File: src/rtl/div32_seq_pkg.sv
// Shared definitions for the sequential restoring divider: operand width,
// FSM state encoding and the quotient reported on divide-by-zero.
package div_pkg;

  localparam int WIDTH = 32;

  typedef enum logic [1:0] {
    S_IDLE = 2'b00,
    S_RUN  = 2'b01,
    S_DONE = 2'b10
  } state_t;

  localparam logic [WIDTH-1:0] DBZ_QUOTIENT = 32'hFFFF_FFFF;

endpackage

File: src/rtl/div32_seq_if.sv
// Request/result bundle of the divider; the requester drives operands and
// start, the divider returns handshake status and results.
interface div32_seq_if;
  import div_pkg::*;

  logic             start;
  logic [WIDTH-1:0] dividend;
  logic [WIDTH-1:0] divisor;
  logic             ready;
  logic             busy;
  logic             done;
  logic [WIDTH-1:0] quotient;
  logic [WIDTH-1:0] remainder;
  logic             dbz;

  modport master (
    output start, dividend, divisor,
    input  ready, busy, done, quotient, remainder, dbz
  );

  modport slave (
    input  start, dividend, divisor,
    output ready, busy, done, quotient, remainder, dbz
  );

endinterface

File: src/rtl/div32_seq_sub33.sv
// Structural 33-bit subtractor (a + ~b + 1) built from a ripple of full-adder
// cells; the sign bit of the result tells whether the trial subtraction failed.
module full_adder (
  input  logic a,
  input  logic b,
  input  logic ci,
  output logic s,
  output logic co
);
  assign s  = a ^ b ^ ci;
  assign co = (a & b) | (ci & (a ^ b));
endmodule

module sub33
  import div_pkg::*;
(
  input  logic [WIDTH:0]   a,
  input  logic [WIDTH:0]   b,
  output logic [WIDTH-1:0] diff,
  output logic             neg
);
  logic [WIDTH:0] carry;

  assign carry[0] = 1'b1;

  genvar i;
  generate
    for (i = 0; i < WIDTH; i++) begin : g_bit
      full_adder u_fa (
        .a  (a[i]),
        .b  (~b[i]),
        .ci (carry[i]),
        .s  (diff[i]),
        .co (carry[i+1])
      );
    end
  endgenerate

  // Only the sum of the top bit is needed: it is the sign of the trial result.
  assign neg = a[WIDTH] ^ ~b[WIDTH] ^ carry[WIDTH];
endmodule

File: src/rtl/div32_seq.sv
// Iterative 32-bit unsigned restoring divider: one trial subtraction per clock,
// results and divide-by-zero flag held from the done pulse until the next done.
module div32_seq
  import div_pkg::*;
(
  input  logic        clk,
  input  logic        reset_n,
  div32_seq_if.slave  bus
);
  state_t           state_r;
  state_t           next_state_s;
  logic [4:0]       count_r;
  logic [WIDTH-1:0] dvd_r;
  logic [WIDTH-1:0] dsr_r;
  logic [WIDTH-1:0] rem_r;
  logic [WIDTH-1:0] q_r;
  logic [WIDTH-1:0] quotient_r;
  logic [WIDTH-1:0] remainder_r;
  logic             dbz_pend_r;
  logic             ready_r;
  logic             busy_r;
  logic             done_r;
  logic             dbz_r;
  logic             accept_s;
  logic             finish_s;
  logic             neg_s;
  logic             zero_div_s;
  logic [WIDTH:0]   trial_s;
  logic [WIDTH-1:0] diff_s;
  logic [WIDTH-1:0] rem_next_s;
  logic [WIDTH-1:0] q_next_s;

  assign zero_div_s = (bus.divisor == {WIDTH{1'b0}});

  sub33 u_sub (
    .a    (trial_s),
    .b    ({1'b0, dsr_r}),
    .diff (diff_s),
    .neg  (neg_s)
  );

  // Next-state decode: IDLE and DONE both accept a new request.
  always_comb begin
    next_state_s = state_r;
    accept_s     = 1'b0;
    finish_s     = 1'b0;
    case (state_r)
      S_IDLE, S_DONE: begin
        if (bus.start) begin
          accept_s     = 1'b1;
          next_state_s = S_RUN;
        end else begin
          next_state_s = S_IDLE;
        end
      end
      S_RUN: begin
        if (count_r == 5'd31) begin
          finish_s     = 1'b1;
          next_state_s = S_DONE;
        end else begin
          next_state_s = S_RUN;
        end
      end
      default: next_state_s = S_IDLE;
    endcase
  end

  // One restoring step: shift in the next dividend bit and keep the difference if it did not go negative.
  always_comb begin
    trial_s = {rem_r, dvd_r[WIDTH-1]};
    if (neg_s) begin
      rem_next_s = trial_s[WIDTH-1:0];
    end else begin
      rem_next_s = diff_s;
    end
    q_next_s = {q_r[WIDTH-2:0], ~neg_s};
  end

  // State register and registered handshake outputs.
  always_ff @(posedge clk or negedge reset_n) begin
    if (!reset_n) begin
      state_r <= S_IDLE;
      ready_r <= 1'b1;
      busy_r  <= 1'b0;
      done_r  <= 1'b0;
    end else begin
      state_r <= next_state_s;
      ready_r <= (next_state_s != S_RUN);
      busy_r  <= (next_state_s == S_RUN);
      done_r  <= (next_state_s == S_DONE);
    end
  end

  // Operand latch and shift datapath; a zero divisor runs a single pass-through step.
  always_ff @(posedge clk or negedge reset_n) begin
    if (!reset_n) begin
      dvd_r      <= {WIDTH{1'b0}};
      dsr_r      <= {WIDTH{1'b0}};
      rem_r      <= {WIDTH{1'b0}};
      q_r        <= {WIDTH{1'b0}};
      count_r    <= 5'd0;
      dbz_pend_r <= 1'b0;
    end else if (accept_s) begin
      dvd_r      <= bus.dividend;
      dsr_r      <= bus.divisor;
      rem_r      <= {WIDTH{1'b0}};
      q_r        <= {WIDTH{1'b0}};
      count_r    <= zero_div_s ? 5'd31 : 5'd0;
      dbz_pend_r <= zero_div_s;
    end else if (state_r == S_RUN) begin
      dvd_r   <= {dvd_r[WIDTH-2:0], 1'b0};
      rem_r   <= rem_next_s;
      q_r     <= q_next_s;
      count_r <= count_r + 5'd1;
    end
  end

  // Results and dbz change only on entry to DONE.
  always_ff @(posedge clk or negedge reset_n) begin
    if (!reset_n) begin
      quotient_r  <= {WIDTH{1'b0}};
      remainder_r <= {WIDTH{1'b0}};
      dbz_r       <= 1'b0;
    end else if (finish_s) begin
      if (dbz_pend_r) begin
        quotient_r  <= DBZ_QUOTIENT;
        remainder_r <= dvd_r;
        dbz_r       <= 1'b1;
      end else begin
        quotient_r  <= q_next_s;
        remainder_r <= rem_next_s;
        dbz_r       <= 1'b0;
      end
    end
  end

  assign bus.ready     = ready_r;
  assign bus.busy      = busy_r;
  assign bus.done      = done_r;
  assign bus.quotient  = quotient_r;
  assign bus.remainder = remainder_r;
  assign bus.dbz       = dbz_r;

endmodule

File: src/flat_wrapper.sv
// flat-port wrapper written by rule: the top's interface ports become plain ports
module div32_seq_flat import div_pkg::*;
  (clk, reset_n, bus_start, bus_dividend, bus_divisor, bus_ready, bus_busy, bus_done, bus_quotient, bus_remainder, bus_dbz);
  div32_seq_if bus_i ();
  input  logic clk;
  input  logic reset_n;
  input wire logic [$bits(bus_i.start)-1:0] bus_start;
  input wire logic [$bits(bus_i.dividend)-1:0] bus_dividend;
  input wire logic [$bits(bus_i.divisor)-1:0] bus_divisor;
  output wire logic [$bits(bus_i.ready)-1:0] bus_ready;
  output wire logic [$bits(bus_i.busy)-1:0] bus_busy;
  output wire logic [$bits(bus_i.done)-1:0] bus_done;
  output wire logic [$bits(bus_i.quotient)-1:0] bus_quotient;
  output wire logic [$bits(bus_i.remainder)-1:0] bus_remainder;
  output wire logic [$bits(bus_i.dbz)-1:0] bus_dbz;
  assign bus_i.start = bus_start;
  assign bus_i.dividend = bus_dividend;
  assign bus_i.divisor = bus_divisor;
  assign bus_ready = bus_i.ready;
  assign bus_busy = bus_i.busy;
  assign bus_done = bus_i.done;
  assign bus_quotient = bus_i.quotient;
  assign bus_remainder = bus_i.remainder;
  assign bus_dbz = bus_i.dbz;
  div32_seq u_core (.clk(clk), .reset_n(reset_n), .bus(bus_i));
endmodule
File: config.mk
export PLATFORM = sky130hd
export DESIGN_NAME = div32_seq_flat
export DESIGN_NICKNAME = d
export VERILOG_FILES = /design/src/rtl/div32_seq_pkg.sv /design/src/rtl/div32_seq_if.sv /design/src/rtl/div32_seq_sub33.sv /design/src/rtl/div32_seq.sv /design/src/flat_wrapper.sv
export SDC_FILE = /design/constraint.sdc
export NUM_CORES = 1
export LEC_CHECK = 0
export BUFFER_PORTS_ARGS = -buffer_cell sky130_fd_sc_hd__buf_2
export CAP_MARGIN = 20
export CORE_UTILIZATION = 45
export CTS_CLUSTER_SIZE = 30
export DETAILED_ROUTE_END_ITERATION = 8
export PLACE_DENSITY = 0.65
export SLEW_MARGIN = 5
export SYNTH_ARGS = -nofsm -noshare
export SYNTH_HDL_FRONTEND = slang
export SYNTH_SLANG_ARGS = --single-unit
File: constraint.sdc
create_clock -name clk -period 28.3 [get_ports clk]
set_input_delay 1.415 -clock clk [delete_from_list [all_inputs] [get_ports clk]]
set_output_delay 1.415 -clock clk [all_outputs]
set_load 0.01 [all_outputs]
==> results.json, run 1 <==
{
  "outcome": "complete, no violations",
  "regArea_um2": 5080,
  "fp.coreArea_um2": 19600,
  "slew_viol_final": 0,
  "path_class": "flip-flop to flip-flop",
  "die_w_um": 144,
  "max_freq_mhz": 61.1,
  "synth.most_common_cell": "nand2_1",
  "cp_slowest_stage_delay_ns": 0.53,
  "ir_worst_vdd_uv": 59.4,
  "synth_edf_count": 0,
  "yosysTopAreaCell": "dfrtp_1",
  "ys_top_cells_by_area": "dfrtp_1 (56%), nand2_1 (9.4%), fa_1 (6.8%)",
  "gp_congestion": 0.754,
  "p_int_mw": 0.836,
  "grt_max_degree": 100,
  "worstPathMaxFanout": 31,
  "path_buf_inv": 5,
  "htree_levels": 1,
  "overflow": 0,
  "worstSetupEndpointType": "flip-flop",
  "p_switching_mw": 0.517,
  "die_area_um2": 20800,
  "start_util_pct": 46.4,
  "clock_sinks": 203,
  "required_ns": 28.68,
  "initialDrtViolationCount": 306,
  "root_buffer": "clkbuf_16",
  "cts_resized": 0,
  "startpoint_type": "flip-flop",
  "synth_mux_area_share_pct": 7.59,
  "num_io_pins": 135,
  "hold_viol": 0,
  "worst_slew_pin_slew_ns": 0.933,
  "critical_path.top_delay_family": "adder cells",
  "cts_hold_buf": 0,
  "yosysUniqueCellTypes": 35,
  "fin_crit_sh_pct": 57.8,
  "port_buffers": 134,
  "post-dp-hpwl_mm": 12.9,
  "fill_cells": 1812,
  "grt_pass1_wl_mm": 32.7,
  "period_minus_slack_ns": 16.35,
  "drc": 0,
  "grt_pass1_vias": 6261,
  "synthSimpleGateAreaFrac_pct": 10.9,
  "slowest_stage": "fa_1",
  "fin_nets": 1065,
  "p_comb_share_pct": 42.9,
  "synth_seq_area_share_pct": 56.0,
  "yosys_register_bits": 203,
  "syn_area_per_cell_um2": 10.7,
  "power_mw": 1.35,
  "cpMostUsedCell": "fa_1",
  "path_clk_slew_ns": 0.06,
  "wl_mm": 20.0,
  "r2r_setup_slack_ns": 11.95,
  "clock_power_share_pct": 19.9,
  "numCtsBuffers": 22,
  "yosysWarningCount": 0,
  "area_delta_synth_final_pct": 17.0,
  "multiInputGateArea_um2": 3630,
  "ant_nets": 0,
  "skew_ns": 0.0136,
  "p_seq_share_pct": 37.1,
  "drive_gt1_share_pct": 21.8,
  "switching_share_pct": 38.2,
  "antenna_found_initial": 2,
  "synth_async_sr_flop_share_pct": 100,
  "synthCells": 851,
  "dr.pass1.iters": 4,
  "drv_cap": 0,
  "synth_nets": 952,
  "leakagePower_nw": 5.27,
  "cts_tree": "done",
  "hp-class": "flip-flop to flip-flop",
  "synthTopCellsByCount": "nand2_1 (227), dfrtp_1 (202), o21ai_0 (98), inv_1 (37), mux2i_1 (34)",
  "fp.dieH_um": 144,
  "rows": 51,
  "wire_per_inst_um": 16.1,
  "setup_viol": 0,
  "grt.total_usage_pct": 20.2,
  "synth-compound-area-share_pct": 13.7,
  "route.vias.total": 6389,
  "synth_flop_cell": "dfrtp_1",
  "synthXorXnorAreaFrac_pct": 0.276,
  "vias_per_cell": 5.14,
  "syn_area_um2": 9080,
  "maxSlewHeadroom_pct": 37.8,
  "rsz0062_at_grt": "false",
  "worstPathArrival_ns": 16.73,
  "insertion_delay_ns": 0.50,
  "power-per-cell-area_nw_per_um2": 127,
  "synth_fa_ha_area_share_pct": 7.25,
  "synth_top_family_by_area": "compound AO/OA/AOI/OAI gates",
  "synth_top_area_share_pct": 55.7,
  "cts_buffer_depth": 3,
  "cts_setup_buffers": 0,
  "fin_setup_tns_ns": 0
}
cells by family (layout without fill, tap and decap cells):
| family | Yosys count | count (layout) |
|---|---|---|
| AND/OR/NAND/NOR | 252 | 252 |
| flip-flops | 203 | 203 |
| AO/OA/AOI/OAI | 202 | 202 |
| buffers and inverters | 93 | 220 |
| multiplexers | 65 | 65 |
| adder cells (fa/ha/maj) | 34 | 34 |
| XOR/XNOR | 2 | 2 |
| other | 0 | 1 |
worst register-to-register path, delay by kind of cell (launching register included):
kind                     cells  cell delay, ns
adder cells (fa/ha/maj)     32           14.22
buffers and inverters        5            0.73
multiplexers                 2            0.64
flip-flops                   1            0.38
XOR/XNOR                     1            0.18
AO/OA/AOI/OAI                1            0.10
cells in the final DEF (no fill, tap or decap), types with 3 or more instances in the layout:
cell type and count:
a22o_1 33, a22oi_1 30, buf_2 133, buf_4 10, clkbuf_1 8, clkbuf_16 23
clkbuf_8 5, clkinv_2 3, dfrtp_1 201, fa_1 31, ha_1 3, inv_1 37
mux2_2 31, mux2i_1 34, nand2_1 227, nor2_1 6, nor4_1 8, o21ai_0 98
o21ai_1 30, o22a_1 4
flip-flops by register name (all words and copies together) (netlist names):
| signal | count |
|---|---|
| u_core.bus.busy | 1 |
| u_core.bus.dbz | 1 |
| u_core.bus.done | 1 |
| u_core.bus.quotient | 32 |
| u_core.bus.ready | 1 |
| u_core.bus.remainder | 32 |
| u_core.count_r | 5 |
| u_core.dbz_pend_r | 1 |
| u_core.dsr_r | 32 |
| u_core.dvd_r | 32 |
| u_core.q_r | 31 |
| u_core.rem_r | 32 |
| u_core.state_r | 2 |
path summary, 6_finish.rpt:
check,start,depth (start not counted),endpoint
min,u_core.bus.quotient[20],2,u_core.bus.quotient[20]
max,u_core.dvd_r[31],41,u_core.bus.remainder[6]
min in group asynchronous,reset_n,1,u_core.bus.quotient[13]
min reg2reg,u_core.bus.quotient[20],2,u_core.bus.quotient[20]
max in group asynchronous,reset_n,2,u_core.rem_r[17]
max reg2reg,u_core.dvd_r[31],41,u_core.bus.remainder[6]
power groups by stage:
stage          combinational, mW  sequential [mW]  clock [mW]
6_report                   0.581            0.502       0.270
5_1_grt                    0.671            0.520       0.287
4_1_cts                    0.591            0.503       0.277
3_5_place_dp               0.593            0.506           0
3_3_place_gp               0.580            0.505           0
2_1_floorplan              0.437            0.502           0
final cells by class:
class / instances / share of cell area [%]
diodes: 1 / 0.0236
clock buffers: 35 / 6.22
multi-input cells: 555 / 34.2
repair buffers: 144 / 7.10
inverters: 38 / 1.34
clock inverters: 3 / 0.141
flip-flops and latches: 203 / 47.8
well taps: 265 / 3.12
metal layers:
layer  GRT usage [%]  share of wire, %  vias up
li1                -                 -     3090
met4            4.54               1.5        2
met3            4.17               5.8       25
met1            30.3                49     3120
met2            30.1                43      152
met5               0             0.065        -
stage by stage:
stage          hold slack, ns  utilization, %  cells  area, µm²  worst slack (ns)
3_5_place_dp            0.450            50.8   1205       9940             11.82
2_1_floorplan           0.450               -    851       9080             12.65
6_report                0.455            54.2   1244      10600             11.95
4_1_cts                 0.463            54.2   1243      10600             11.80
5_1_grt                 0.485            54.2   1243      10600             11.22
3_3_place_gp            0.444            50.8   1205       9940             11.94
No activity file was read; power rests on OpenSTA's default activity.
==> inputs of run 2 (changes only) <==
- ABC_AREA: default -> 1
- clock period: 28.3 -> 16.95 ns (I/O delays scaled with it)
==> run 2 against run 1 <==
Synthesized cell count is 13% higher. Critical endpoint is now u_core.bus.remainder[25]. Final cell count is 9.3% higher. Highest routed layer unchanged. Register-to-register slack worse by 11 ns. Clock skew is 0.0044 ns lower. Sequential cell count stayed put. Largest power group unchanged. Final area is 3.1% higher. Die area is 3.1% higher. Utilization is 0.30 points lower.
==> results.json, run 2 <==
{
  "outcome": "complete, no violations",
  "gp_congestion": 0.789,
  "insertion_delay_ns": 0.50,
  "area_delta_synth_final_pct": 16.9,
  "path_class": "flip-flop to flip-flop",
  "worstSetupEndpointType": "flip-flop",
  "grtUsageMet2_pct": 33.3,
  "yosysTopAreaCell": "dfrtp_1",
  "clock_sinks": 203,
  "wire_per_inst_um": 15.7,
  "wl_mm": 21.3,
  "cts_buffer_depth": 3,
  "rsz0062_at_grt": "false",
  "cts_setup_buffers": 0,
  "fin_setup_tns_ns": 0,
  "grt_max_degree": 98,
  "ir_worst_vdd_uv": 127,
  "fp.coreArea_um2": 20300,
  "num_io_pins": 135,
  "cts_hold_buf": 0,
  "synth_async_sr_flop_share_pct": 100,
  "post-route-util_pct": 53.9,
  "cts_resized": 0,
  "numCtsBuffers": 23,
  "required_ns": 17.34,
  "path_clk_slew_ns": 0.06,
  "overflow": 0,
  "whs_ns": 0.354,
  "syn_area_um2": 9370,
  "fin_nets": 1176,
  "grt_busiest_layer": "met2",
  "syn_area_per_cell_um2": 9.75,
  "final_common_cell": "dfrtp_1",
  "drv_cap": 0,
  "yosys_register_bits": 203,
  "ant_nets": 0,
  "maxSlewHeadroom_pct": 29.4,
  "period_minus_slack_ns": 15.89,
  "slowest_stage": "fa_1",
  "synth.most_common_cell": "dfrtp_1",
  "cpMostUsedCell": "fa_1",
  "synth_flop_cell": "dfrtp_1",
  "p_seq_share_pct": 33.9,
  "regArea_um2": 5080,
  "r2r_setup_slack_ns": 1.06,
  "synthTopCellsByCount": "dfrtp_1 (202), inv_1 (151), nand2_1 (145), o21ai_0 (92), nor2_1 (55)",
  "yosysWarningCount": 0,
  "grt_pass1_vias": 7085,
  "post-dp-hpwl_mm": 14.0,
  "grt.met3_usage_pct": 5.22,
  "skew_ns": 0.00923,
  "startpoint_type": "flip-flop",
  "worstPathArrival_ns": 16.28,
  "rows": 52,
  "yosysUniqueCellTypes": 33,
  "fp.dieH_um": 146,
  "layout_common_cells": "dfrtp_1 (202), inv_1 (151), nand2_1 (145)",
  "p_switching_mw": 0.958,
  "worstPathMaxFanout": 36,
  "p_int_mw": 1.42,
  "cp-startpoint": "u_core.dvd_r[31]",
  "clock_power_share_pct": 20.4,
  "use_met1_pct": 28.8,
  "root_buffer": "clkbuf_16",
  "setup_viol": 0,
  "multiInputGateArea_um2": 3390,
  "worst_slew_pin_slew_ns": 1.06,
  "route.vias.total": 6930,
  "fin_crit_sh_pct": 93.8,
  "hp-class": "input pin to async pin",
  "p_comb_share_pct": 45.7,
  "synth_top_area_share_pct": 54.0,
  "max_freq_mhz": 62.9,
  "initialDrtViolationCount": 384,
  "synth_edf_count": 0,
  "die_area_um2": 21400,
  "synth_nets": 1062,
  "ys_top_cells_by_area": "dfrtp_1 (54%), fa_1 (6.6%), inv_1 (6.1%)",
  "leakagePower_nw": 5.25,
  "regToRegEndpoint": "u_core.bus.remainder[25]",
  "cts_tree": "done",
  "start_util_pct": 46.1,
  "cp_slowest_stage_delay_ns": 0.50,
  "switching_share_pct": 40.3,
  "port_buffers": 134,
  "dr.pass1.iters": 4,
  "fill_cells": 1888,
  "htree_levels": 1,
  "synth_seq_area_share_pct": 54.3,
  "synthCells": 961,
  "grt.total_usage_pct": 20.8,
  "r2r_start": "u_core.dvd_r[31]",
  "drc": 0,
  "hold_viol": 0,
  "power-per-cell-area_nw_per_um2": 217,
  "antenna_found_initial": 4,
  "grt_pass1_wl_mm": 36.1,
  "slew_viol_final": 0,
  "vias_per_cell": 5.10,
  "drive_gt1_share_pct": 20.6,
  "reg2regPathDepth": 44,
  "antennaDiodeCount": 0,
  "die_w_um": 146
}
run 2: cell count changes in the layout (fill, tap and decap cells not counted), moves of 28 or more:
cell,delta
inv_1,+114
nand2_1,-82
nor2_1,+48
mux2i_1,-34
a22o_1,-33
a2bb2oi_1,+32
o22ai_1,+32
or2_2,+32
mux2_2,-31
a22oi_1,-30
o21a_1,+30
o221ai_1,+28
run 2: metal layers:
layer / wire, µm / vias to the layer above
met4: 340 / 4
met2: 9730 / 152
met1: 9820 / 3402
li1: - / 3342
met3: 1390 / 30
met5: 20 / -
run 2: cell type report:
cell class,instances,area share (%)
clock inverter,6,0.594
tap,270,3.09
sequential,203,46.4
inverter,155,5.31
clock buffer,34,6.18
timing repair buffer,146,7.40
multi-input combinational,546,31.0
run 2: worst max-delay path by stage:
stage                                    end  slack [ns]
global placement    u_core.bus.remainder[12]        1.11
CTS                 u_core.bus.remainder[25]        0.95
detailed placement  u_core.bus.remainder[24]        0.95
global route        u_core.bus.remainder[24]        0.34
finish              u_core.bus.remainder[25]        1.06
floorplan            u_core.bus.remainder[3]        1.62
run 2: metrics by stage:
step           setup WS, ns  cells  total power [mW]  instance area [µm²]
3_5_place_dp          0.955   1320              1.91                10200
5_1_grt               0.341   1360              2.61                10900
2_1_floorplan          1.62    961              1.62                 9370
3_3_place_gp           1.11   1318              1.88                10100
6_report               1.06   1360              2.38                10900
4_1_cts               0.950   1360              2.41                10900
run 2: cells by family (layout without fill, tap and decap cells):
kind of cell / after synthesis / in the layout / share of synthesized area (%)
compound gates: 267 / 267 / 18.1
flops: 203 / 203 / 54.3
simple gates: 243 / 243 / 10.9
buf+inv: 212 / 341 / 9.53
xor+xnor: 2 / 2 / 0.187
fa+ha+maj: 34 / 34 / 7.03
run 2: power by group through the flow:
stage               logic, mW  registers [mW]  clock network [mW]
floorplan               0.805           0.818                   0
global placement         1.07           0.810                   0
detailed placement       1.09           0.813                   0
CTS                      1.10           0.807               0.496
global route             1.26           0.831               0.514
finish                   1.09           0.805               0.484
run 2: worst max-delay path: cells and delay by family (launching register included):
kind | cells | cell delay [ns]
adders and majority gates | 32 | 14.16
AOI/OAI and AO/OA | 2 | 0.32
DFF | 1 | 0.39
and+or+nand+nor | 4 | 0.27
buffers and inverters | 6 | 0.67
==> inputs of run 3 (changes only) <==
- clock period: 16.95 -> 18.2 ns (I/O delays scaled with it)
==> run 3 against run 2 <==
Global-route usage increased by 0.24 points. Maximum frequency fell by 1.5%. Utilization shrank 0.22 points. Critical endpoint is now u_core.bus.remainder[2]. Largest power group unchanged. Combinational power decreased by 6%. Via count fell by 0.48%. Die area did not move.
==> results.json, run 3 (synthesis results as in run 2) <==
{
  "rows": 52,
  "area_delta_synth_final_pct": 16.4,
  "power-per-cell-area_nw_per_um2": 202,
  "fp.coreArea_um2": 20300,
  "regToRegEndpoint": "u_core.bus.remainder[2]",
  "setup_slack_ns": 2.07,
  "wire_per_inst_um": 15.9,
  "numCtsBuffers": 22,
  "grt_pass1_wl_mm": 36.6,
  "grt.total_usage_pct": 21.1,
  "fin_nets": 1174,
  "critical_path.top_delay_family": "adder cells",
  "antennaDiodeCount": 0,
  "startpoint_type": "flip-flop",
  "worstSetupEndpointType": "flip-flop",
  "drc": 0,
  "rsz0062_at_grt": "false",
  "fill_cells": 1894,
  "dr.pass1.iters": 5,
  "drv_cap": 0,
  "cpMostUsedCell": "fa_1",
  "die_w_um": 146,
  "vias_per_cell": 5.08,
  "overflow": 0,
  "grt_pass1_vias": 7104,
  "fin_setup_tns_ns": 0,
  "fp.dieH_um": 146,
  "hold_depth": 2,
  "leakagePower_nw": 5.23,
  "worstPathMaxFanout": 42,
  "period_minus_slack_ns": 16.13,
  "cts_tree": "done",
  "root_buffer": "clkbuf_16",
  "outcome": "complete, no violations",
  "num_io_pins": 135,
  "clock_sinks": 203,
  "hp-class": "flip-flop to flip-flop",
  "slew_viol_final": 0,
  "port_buffers": 134,
  "r2r_setup_slack_ns": 2.07,
  "start_util_pct": 46.1,
  "htree_levels": 1,
  "fin_crit_sh_pct": 88.7,
  "worst_slew_pin_slew_ns": 1.06,
  "r2r_start": "u_core.dvd_r[31]",
  "die_area_um2": 21400,
  "path_clk_slew_ns": 0.06,
  "post-dp-hpwl_mm": 13.7,
  "final_common_cell": "dfrtp_1",
  "reg2regPathDepth": 42,
  "cts_hold_buf": 0,
  "route.vias.total": 6897,
  "grt_max_degree": 126,
  "worstPathArrival_ns": 16.52,
  "setup_viol": 0,
  "max_freq_mhz": 62.0,
  "slowest_stage": "fa_1",
  "hp-start": "u_core.bus.dbz",
  "ir_worst_vdd_uv": 103,
  "cts_setup_buffers": 0,
  "hold_viol": 0,
  "wl_mm": 21.6,
  "path_class": "flip-flop to flip-flop",
  "pre_cts_ws_ns": 1.60,
  "skew_ns": 0.00454,
  "layout_common_cells": "dfrtp_1 (202), inv_1 (151), nand2_1 (145)",
  "path_buf_inv": 5,
  "cts_buffer_depth": 3,
  "initialDrtViolationCount": 348,
  "drive_gt1_share_pct": 20.3,
  "antenna_found_initial": 3,
  "gp_congestion": 0.768,
  "hold_end": "u_core.bus.dbz",
  "cp_slowest_stage_delay_ns": 0.49,
  "required_ns": 18.59,
  "ant_nets": 0,
  "insertion_delay_ns": 0.50,
  "cts_resized": 0,
  "maxSlewHeadroom_pct": 29.5
}
run 3: worst reg2reg max path: cells and delay by family, from the launching register on:
kind                     cells  cell delay [ns]
AO/OA/AOI/OAI                2             0.51
adder cells (fa/ha/maj)     32            14.17
buffers and inverters        5             0.55
flip-flops                   1             0.39
AND/OR/NAND/NOR              3             0.42
run 3: worst max path at each step:
stage,from,to,slack (ns),depth (start not counted)
finish,u_core.dvd_r[31],u_core.bus.remainder[2],2.07,42
global route,u_core.dvd_r[31],u_core.bus.remainder[0],1.26,44
CTS,u_core.dvd_r[31],u_core.bus.remainder[2],1.59,41
detailed placement,u_core.dvd_r[31],u_core.bus.remainder[2],1.60,41
global placement,u_core.dvd_r[31],u_core.bus.remainder[2],1.85,41
floorplan,u_core.dvd_r[31],u_core.bus.remainder[3],2.87,44
run 3: power by group:
part           internal (mW)  switching (mW)  total [mW]
Combinational          0.405           0.616        1.02
Sequential             0.646           0.103       0.750
Clock                  0.259           0.175       0.434
run 3: per-stage QoR:
step / utilization [%] / power, mW / instances / cell area (µm²) / hold slack (ns)
floorplan: - / 1.51 / 961 / 9370 / 0.453
global placement: 49.9 / 1.74 / 1316 / 10100 / 0.466
detailed placement: 49.9 / 1.77 / 1316 / 10100 / 0.468
CTS: 53.4 / 2.22 / 1354 / 10800 / 0.482
global route: 53.7 / 2.42 / 1357 / 10900 / 0.512
finish: 53.7 / 2.20 / 1357 / 10900 / 0.481
run 3: area by class of cell:
type	count	area, µm²	area share [%]
inverters	155	582	5.34
repair buffers	145	802	7.36
multi-input cells	546	3390	31.1
clock inverters	2	10.0	0.0918
well taps	270	338	3.10
clock buffers	36	694	6.37
flip-flops and latches	203	5080	46.6
run 3: per-layer routing:
| layer | share of wire, % | GRT usage (%) |
|---|---|---|
| met5 | 0.12 | 0 |
| met4 | 2.2 | 5.47 |
| met3 | 6.5 | 4.69 |
| met2 | 45 | 33.0 |
| met1 | 46 | 29.8 |
